<file path="src/rtl/score_pkg.sv">
// score_keeper shared types: FSM states, BCD points table, BCD helpers.
// Optional feature macro used by the top: SCORE_BLINK_EN.
package score_pkg;

    typedef logic [3:0] bcd_t;

    typedef enum logic [2:0] {
        IDLE,
        LOAD,
        ADD,
        SAT,
        LINES
    } state_t;

    localparam int MAX_LEVEL = 9;

    // Points for 1..4 cleared rows, four BCD digits each (upper digits are 0).
    localparam logic [15:0] POINTS [4] = '{
        16'h0040,
        16'h0100,
        16'h0300,
        16'h1200
    };

    function automatic logic lines_ok(input logic [2:0] n);
        return (n >= 3'd1) && (n <= 3'd4);
    endfunction

    function automatic bcd_t pts_digit(input logic [2:0] n,
                                       input logic [1:0] d);
        logic [15:0] p;
        p = 16'h0000;
        case (n)
            3'd1:    p = POINTS[0];
            3'd2:    p = POINTS[1];
            3'd3:    p = POINTS[2];
            3'd4:    p = POINTS[3];
            default: p = 16'h0000;
        endcase
        return p[{d, 2'b00} +: 4];
    endfunction

    // One decimal digit add: returns {carry_out, digit}.
    function automatic logic [4:0] bcd_add(input bcd_t a,
                                           input bcd_t b,
                                           input logic cin);
        logic [4:0] s;
        s = {1'b0, a} + {1'b0, b} + {4'b0000, cin};
        if (s > 5'd9) begin
            s = s - 5'd10;
            return {1'b1, s[3:0]};
        end
        return {1'b0, s[3:0]};
    endfunction

endpackage

</file>
<file path="src/rtl/bcd_seg7.sv">
// score_keeper digit decoder: one BCD digit to active-low segments (gfedcba).
// Non-decimal codes blank the display.
module bcd_seg7
    import score_pkg::*;
(
    input  logic [3:0] digit,
    output logic [6:0] seg
);

    // Combinational segment lookup.
    always_comb begin
        seg = 7'h7F;
        case (digit)
            4'd0:    seg = 7'h40;
            4'd1:    seg = 7'h79;
            4'd2:    seg = 7'h24;
            4'd3:    seg = 7'h30;
            4'd4:    seg = 7'h19;
            4'd5:    seg = 7'h12;
            4'd6:    seg = 7'h02;
            4'd7:    seg = 7'h78;
            4'd8:    seg = 7'h00;
            4'd9:    seg = 7'h10;
            default: seg = 7'h7F;
        endcase
    end

endmodule

</file>
<file path="src/rtl/score_keeper.sv">
// score_keeper: BCD score/lines accumulator with digit-serial adder and level.
// Optional macro SCORE_BLINK_EN: blink the display while game_over is high.
module score_keeper
    import score_pkg::*;
#(
    parameter int NDIG      = 6,
    parameter int BLINK_DIV = 12_500_000
) (
    input  logic                 clk,
    input  logic                 reset_n,
    input  logic                 clear_valid,
    input  logic [2:0]           clear_lines,
    output logic                 clear_ready,
    input  logic                 game_over,
    input  logic                 new_game,
    output logic [3:0]           level,
    output logic                 busy,
    output logic [NDIG-1:0][6:0] hex
);

    localparam int DW = (NDIG > 4) ? $clog2(NDIG) : 2;

    state_t        state_q, state_d;
    bcd_t          score     [NDIG];
    bcd_t          score_upd [NDIG];
    bcd_t          disp      [NDIG];
    bcd_t          lines     [3];
    bcd_t          lines_new [3];
    logic [2:0]    lat_n;
    logic [3:0]    pass_cnt;
    logic [DW-1:0] dig;
    logic          carry;
    logic          accept;
    logic          last;
    bcd_t          pd;
    bcd_t          add_s;
    logic          add_c;
    logic [3:0]    level_new;
    logic [NDIG-1:0][6:0] seg;

    assign clear_ready = (state_q == IDLE) && !game_over;
    assign busy        = (state_q != IDLE);
    assign accept      = clear_valid && clear_ready;
    assign last        = (dig == DW'(NDIG - 1));

    // Current digit of the adder and the score with that digit replaced.
    always_comb begin
        pd = 4'h0;
        if (int'(dig) < 4) pd = pts_digit(lat_n, dig[1:0]);
        {add_c, add_s} = bcd_add(score[dig], pd, carry);
        for (int i = 0; i < NDIG; i++) begin
            score_upd[i] = (DW'(i) == dig) ? add_s : score[i];
        end
    end

    // Lines counter increment with saturation at 999, and derived level.
    always_comb begin
        logic [4:0] r0, r1, r2;
        r0 = bcd_add(lines[0], {1'b0, lat_n}, 1'b0);
        r1 = bcd_add(lines[1], 4'h0, r0[4]);
        r2 = bcd_add(lines[2], 4'h0, r1[4]);
        lines_new[0] = r0[3:0];
        lines_new[1] = r1[3:0];
        lines_new[2] = r2[3:0];
        if (r2[4]) begin
            lines_new[0] = 4'h9;
            lines_new[1] = 4'h9;
            lines_new[2] = 4'h9;
        end
        level_new = (lines_new[2] != 4'h0) ? 4'(MAX_LEVEL) : lines_new[1];
    end

    // State register.
    always_ff @(posedge clk or negedge reset_n) begin
        if (!reset_n) state_q <= IDLE;
        else          state_q <= state_d;
    end

    // Next-state logic; new_game overrides everything.
    always_comb begin
        state_d = state_q;
        case (state_q)
            IDLE:  if (accept) state_d = LOAD;
            LOAD:  state_d = lines_ok(lat_n) ? ADD : IDLE;
            ADD: begin
                if (last) begin
                    if (add_c)                 state_d = SAT;
                    else if (pass_cnt != 4'd0) state_d = ADD;
                    else                       state_d = LINES;
                end
            end
            SAT:     state_d = LINES;
            LINES:   state_d = IDLE;
            default: state_d = IDLE;
        endcase
        if (new_game) state_d = IDLE;
    end

    // Score, lines, level and display datapath.
    always_ff @(posedge clk or negedge reset_n) begin
        if (!reset_n) begin
            score    <= '{default: 4'h0};
            disp     <= '{default: 4'h0};
            lines    <= '{default: 4'h0};
            level    <= 4'd0;
            lat_n    <= 3'd0;
            pass_cnt <= 4'd0;
            dig      <= '0;
            carry    <= 1'b0;
        end else if (new_game) begin
            score    <= '{default: 4'h0};
            disp     <= '{default: 4'h0};
            lines    <= '{default: 4'h0};
            level    <= 4'd0;
            lat_n    <= 3'd0;
            pass_cnt <= 4'd0;
            dig      <= '0;
            carry    <= 1'b0;
        end else begin
            case (state_q)
                IDLE: if (accept) lat_n <= clear_lines;
                LOAD: begin
                    pass_cnt <= level;
                    dig      <= '0;
                    carry    <= 1'b0;
                end
                ADD: begin
                    score <= score_upd;
                    if (last) begin
                        dig   <= '0;
                        carry <= 1'b0;
                        if (!add_c) begin
                            if (pass_cnt != 4'd0) pass_cnt <= pass_cnt - 4'd1;
                            else                  disp     <= score_upd;
                        end
                    end else begin
                        dig   <= dig + DW'(1);
                        carry <= add_c;
                    end
                end
                SAT: begin
                    score <= '{default: 4'h9};
                    disp  <= '{default: 4'h9};
                end
                LINES: begin
                    lines <= lines_new;
                    level <= level_new;
                end
                default: ;
            endcase
        end
    end

    for (genvar g = 0; g < NDIG; g++) begin : g_seg
        bcd_seg7 u_seg (
            .digit (disp[g]),
            .seg   (seg[g])
        );
    end

`ifdef SCORE_BLINK_EN
    logic [31:0] blink_cnt;
    logic        blink_off;

    // Half-period counter; restarts with score visible when game_over drops.
    always_ff @(posedge clk or negedge reset_n) begin
        if (!reset_n) begin
            blink_cnt <= 32'd0;
            blink_off <= 1'b0;
        end else if (!game_over) begin
            blink_cnt <= 32'd0;
            blink_off <= 1'b0;
        end else if (blink_cnt == 32'(BLINK_DIV - 1)) begin
            blink_cnt <= 32'd0;
            blink_off <= ~blink_off;
        end else begin
            blink_cnt <= blink_cnt + 32'd1;
        end
    end

    assign hex = blink_off ? {NDIG{7'h7F}} : seg;
`else
    assign hex = seg;
`endif

endmodule

</file>
<file path="config.mk">
export PLATFORM = sky130hd
export DESIGN_NAME = score_keeper
export DESIGN_NICKNAME = d
export VERILOG_FILES = /design/src/rtl/score_pkg.sv /design/src/rtl/bcd_seg7.sv /design/src/rtl/score_keeper.sv
export SDC_FILE = /design/constraint.sdc
export NUM_CORES = 1
export LEC_CHECK = 0
export BUFFER_PORTS_ARGS = -buffer_cell sky130_fd_sc_hd__buf_2
export CAP_MARGIN = 10
export CELL_PAD_IN_SITES_DETAIL_PLACEMENT = 1
export CELL_PAD_IN_SITES_GLOBAL_PLACEMENT = 1
export CORE_AREA = 2 2 128 105
export CTS_BUF_LIST = sky130_fd_sc_hd__clkbuf_8
export CTS_CLUSTER_SIZE = 30
export DETAILED_ROUTE_END_ITERATION = 10
export DIE_AREA = 0 0 130 107
export PLACE_DENSITY = 0.85
export REMOVE_ABC_BUFFERS = 1
export SYNTH_ARGS = -nofsm -noshare
export SYNTH_HDL_FRONTEND = slang
export SYNTH_SLANG_ARGS = --single-unit
</file>
<file path="constraint.sdc">
create_clock -name clk -period 5.3 [get_ports clk]
set_input_delay 0.265 -clock clk [delete_from_list [all_inputs] [get_ports clk]]
set_output_delay 0.265 -clock clk [all_outputs]
set_load 0.01 [all_outputs]
</file>
* Word level (Yosys, flattened, before mapping) *
Memory sizes are Yosys's and may differ from the RTL's.
Index checks and enable logic that the tools add are counted.

word-level totals
  input port bits = 8
  register bits = 78
  output and inout bits = 48
  word-level logic and storage cells = 147
  memories = 6
  bits in read-only memories = 672

memories
  memory            depth  width  rd ports  clocked after memory_dff  wr ports  RTL line        source
  (name not given)  16     7      1         0                         0         bcd_seg7.sv:13  case (digit)
  (name not given)  16     7      1         0                         0         bcd_seg7.sv:13
  (name not given)  16     7      1         0                         0         bcd_seg7.sv:13
  (name not given)  16     7      1         0                         0         bcd_seg7.sv:13
  (name not given)  16     7      1         0                         0         bcd_seg7.sv:13
  (name not given)  16     7      1         0                         0         bcd_seg7.sv:13

cells by class
  shift-type cells = 1
  bitwise gates (word level) = 1
  equality and inequality tests = 19
  add/sub/neg operators = 11
  multiplexer cells = 62
  reduce and logical (&&, ||, !) cells = 18
  order comparisons = 8

operators with widths
  kind                 number
  $mux 24              5
  $pmux 24 s2          2
  $mux 4               20
  $pmux 13 s4          1
  $mux 5               8
  $mux 12              3
  $mux 3               10
  $gt 5x4->1 const B   4
  $mux 16              1
  $shiftx 16x5->4      1
  $sub 4x4->4 const B  4
  $ne 3x3->1 const B   5
  $bmux 4 s3           1
  $eq 3x2->1 const B   4
  $pmux 3 s4           1
  $add 4x1->5          2
  $eq 3x3->1 const B   3
  $reduce_bool 3->1    3
  $pmux 4 s2           1
  $reduce_and 4->1     2
  $reduce_bool 4->1    2
  $eq 2x3->1 const A   2
  $eq 3x1->1 const B   2
  $eq 3x3->1 const A   2
  other kinds (20)     31

* Depth between registers and ports, before layout *
  word-level depth = 17
  depth in mapped cells = 23
  gate-level depth less buffers = 21

* Modules after synthesis *
From an unflattened synthesis, not the netlist that was laid out.

second synthesis, totals
  cells, all modules = 711
  area, all modules = 5891.9 µm²

modules (own cells, without submodules)
  module                          sequential area each (µm²)  instances  cells each  area an instance (µm²)
  score_keeper                    1951.9                      1          515         4640.7
  bcd_seg7 at g_seg[0].u_seg ...  0.0                         5          33          210.2
  bcd_seg7 at g_seg[5].u_seg      0.0                         1          31          200.2

* Worst setup path after synthesis *
OpenSTA, ideal clock, no wires.

  path type = reg2reg
  start point = register lat_n[0]
  end point = register level[2]
  arrival time = 4.554 ns
  setup slack = 0.678 ns
  period minus slack after synthesis = 4.622 ns
  required time = 5.232 ns
  setup time = 0.068 ns
  cell stages (with the launch flop) = 23
  buffers on the path = 1
  cell sequence = dfrtp_1 ha_1 inv_1 fa_1 xor2_1 ha_1 nor2_1 a21oi_1 o21ai_1 ha_1 ha_1 inv_1 a211o_1 a21oi_1 ha_1 ha_1 o21ai_0 nand2_1 o311a_1 or3_1 clkbuf_1 a211oi_1 a32o_1

on the way
  word-level cells in the longest chain between the ends = 17
  elaborated cells on any way between the ends = 23
  classes of those cells = 5 x add/sub; 3 x order compare; 14 x mux; 1 x reduce/logical

ends and longest elaborated chain
  what                                       RTL line                          source
  start, declared                            score_keeper.sv:29                logic [2:0] lat_n;
  start signal, assigned                     score_keeper.sv:121               IDLE: if (accept) lat_n <= clear_lines;
  $add 4x3->5 (*)                            score_pkg.sv:48                   s = {1'b0, a} + {1'b0, b} + {4'b0000, cin};
  $gt 5x4->1 (*)                             score_pkg.sv:49                   if (s > 5'd9) begin
  $mux 1 (*)                                 score_pkg.sv:49
  $mux 5 (*)                                 score_pkg.sv:53                   return {1'b0, s[3:0]};
  $add 4x1->5 (*)                            score_pkg.sv:48
  $gt 5x4->1                                 score_pkg.sv:49
  $mux 1                                     score_pkg.sv:49
  $mux 5 (*)                                 score_pkg.sv:53
  $add 4x1->5                                score_pkg.sv:48
  $sub 4x4->4 or $gt 5x4->1 (tied branches)  score_pkg.sv:50, score_pkg.sv:49
  $mux 4, or another cell as far along       score_pkg.sv:49
  $mux 5                                     score_pkg.sv:53
  $mux 12 (*)                                score_keeper.sv:65                if (r2[4]) begin
  $reduce_bool 4->1                          score_keeper.sv:70                level_new = (lines_new[2] != 4'h0) ? 4'(MAX_LEVEL) : lines_new[1];
  $mux 4 (*)                                 score_keeper.sv:70
  $mux 4 (*)                                 score_keeper.sv:120               case (state_q)
  $mux 4 (*)                                 score_keeper.sv:110               end else if (new_game) begin
  end signal, assigned                       score_keeper.sv:147               level <= level_new;
  end, declared                              score_keeper.sv:16                output logic [3:0] level,

Mark *: on every way between the ends. The rest lies on a longest branch, timed or not. The select of a mux whose other input is x is not followed.
A chain may end at the register's enable or synchronous reset.

* Worst setup path after layout *
Same ends and word-level chain as after synthesis.

==> impl_metrics.toml <==
[setup_path]
worst-setup-path-type = "register to register"
crit_path_cell_trace = "ha_1 -> inv_1 -> fa_1 -> xor2_2 -> ha_1 -> nor2_1 -> a21oi_1 -> o21ai_2 -> ha_1 -> ha_2 -> inv_1 -> a211o_1 -> a21oi_2 -> ha_1 -> ha_2 -> nor2b_1 -> o21bai_1 -> o311a_1 -> or3_4 -> a211oi_2 -> a32o_1"
worstSetupStartpoint = "lat_n[0]"
worstReg2RegEnd = "level[2]"
r2r-start = "lat_n[0]"
critical_path_peak_fanout = 8
reg2reg_slack_ns = 0.28
crit_slowest_cell = "dfrtp_1"
critPathMostFrequentCell = "ha_1"
cp-end-kind = "register"
cp.required_ns = 5.62
reg2reg_depth = 21
worstSetupStartpointType = "register"
worstPathArrival_ns = 5.35
slowest_delay_ns = 0.43

[cts]
cts_setup_buffers = 0
cts_root_buffer = "clkbuf_8"
cts_made_buffers = 9
ctsHoldBuffers = 0
h-tree-depth = 3
clk_path_buf_depth = 2
clkTransAtPathRegs_ns = 0.09
clock_sinks = 78
cts_resized = 1
cts_tree = "yes"
clk_latency_ns = 0.38

[sta]
clock.fmax_mhz = 199
maxSlewViolCount = 0
setup_violations = 0
tightest_slew_ns = 1.02
rsz0062_at_grt = "no"
skew_ns = 0.0153
max_slew_margin_pct = 31.9
finalHoldViolCount = 0
finalCritPeriodShare_pct = 94.8
whs_ns = 0.0596
min_period_ns = 5.02

[place]
hpwl_um = 13900
portBuffers = 55
gp_congestion = 0.869
place_area_um2 = 6270

[die]
core-area_um2 = 12600
fp.dieH_um = 107
rows = 37
die_x_um = 130
start_util_pct = 46.3
io_pins = 56
die_area_um2 = 13900

[synthesis]
synth_area_um2 = 5860
synth_area_leaders = "dfrtp_1, ha_1, nor2_1"
synthesis.yosys.warnings = 0
synth_top_area_share_pct = 33.3
synth.distinct_cells = 68
yosysTopAreaCell = "dfrtp_1"
ys_async_sr_fraction_pct = 100
ys_seq_elements = 78
synth_edf_count = 0
syn_inst = 714
avgSynthCellArea_um2 = 8.20
synthFlopType = "dfrtp_1"
seq_area_frac_synth_pct = 33.3

[cells_and_area]
fin_nets = 810
antenna_cells = 0
post_route_cells_drive_above_1_share_pct = 14.2
syn2layout_area_growth_pct = 11.4
finish.utilization_pct = 51.6
final_area_um2 = 6530

[global_route]
grt_pass1_wl_um = 30300
grt_pass1_vias = 5952
antenna_found_initial = 0
grt_max_degree = 79
grt_overflow_total = 0
track_usage_pct = 28.0

[routing]
via_per_inst = 6.09
routed_wl_um = 18600
wl_per_cell_um = 20.0
postRouteAntennaNets = 0
drtPass1Iterations = 4
drc_errors = 0
num_vias = 5680
initialDrtViolationCount = 310

[pwr]
ir_worst_vdd_uv = 118
p_total_mw = 1.21
leakage_nw = 2.93
power_density_nw_per_um2 = 185

[flow_run]
max_cap_viol_count = 0

[worst_hold_path]
hold_class = "input port to asynchronous set/reset pin"

[run_status]
status = "complete, no violations"
[through the flow]
stage	setup slack, ns	setup TNS, ns	instances
after floorplan	0.721	0	680
after global placement	0.406	0	917
after detailed placement	-0.0468	-0.0468	917
after CTS	0.0228	0	933
after global routing	0.0288	0	933
final	0.278	0	933
[logic make-up after synthesis]
kind of cell    Yosys count  synth area share, %
xor+xnor                  9                 1.35
mux                      21                 4.32
compound gates          207                 23.9
fa+ha+maj                49                 10.9
buf+inv                  70                 4.53
simple gates            280                 21.7
flops                    78                 33.3
[registers in the layout, summed over array words and instances, names as in the netlist]
register  count
pass_cnt      4
lat_n         3
score        24
level         4
lines        12
dig           3
carry         1
disp         24
state_q       3
[cell type report]
class / count / area, µm²
clock buffers: 9 / 124
clock inverters: 7 / 96.3
fillers: 1563 / 6110
inverters: 36 / 135
multi-input cells: 566 / 3670
flip-flops and latches: 78 / 1950
well taps: 175 / 219
repair buffers: 62 / 330
[layer usage]
metal	track usage, %	part of all wire, %
met5	0	0
met4	8.76	1.7
met3	4.94	5.7
met2	46.5	48
met1	37.3	45
[worst max-delay path, delay by kind of cell (launching register included)]
family          cells  cell delay, ns
compound gates      8            1.45
xor+xnor            1            0.23
fa+ha+maj           7            2.08
buf+inv             2            0.18
flops               1            0.43
simple gates        3            0.62
[Yosys cell counts (8+ instances only)]
master,number
clkbuf_1,28
a31oi_1,9
or2_2,8
a211oi_1,19
mux2i_1,14
nand3_1,8
nor3_1,20
nand2_1,64
a21oi_1,55
a32o_1,17
inv_1,35
o21ai_0,43
dfrtp_1,78
nor2_1,123
nand2b_1,21
ha_1,46
nor2b_1,8
[power breakdown]
part           total [mW]  internal (mW)  switching, mW
sequential          0.607          0.598        0.00830
combinational      0.0831         0.0234         0.0597
clock               0.518          0.267          0.251
[layout by cell type, fill, tap and decap left out, drive strengths merged, types with 4 or more instances in the layout]
| master | n |
|---|---|
| a31oi | 9 |
| inv | 39 |
| a32o | 17 |
| buf | 62 |
| clkbuf | 9 |
| mux2i | 14 |
| or3 | 5 |
| dfrtp | 78 |
| nor3b | 5 |
| nand3 | 8 |
| nor2b | 8 |
| and2 | 7 |
| a22oi | 5 |
| o31ai | 4 |
| nand2 | 64 |
| nand2b | 21 |
| nor3 | 20 |
| a21oi | 56 |
| o2111ai | 5 |
| o211ai | 6 |
| xnor2 | 6 |
| ha | 46 |
| a21o | 4 |
| o21ai | 46 |
| a211oi | 19 |
| o2bb2ai | 4 |
| mux2 | 4 |
| o21a | 6 |
| or2 | 8 |
| nor2 | 124 |
[worst max-delay path by stage]
stage	slack, ns	end	cells after the start
after detailed placement	-0.05	level[2]	21
final	0.28	level[2]	21
after CTS	0.02	level[2]	21
after global placement	0.41	level[2]	21
after floorplan	0.72	level[2]	21
after global routing	0.03	level[2]	21
(Power assumes the default switching activity.)
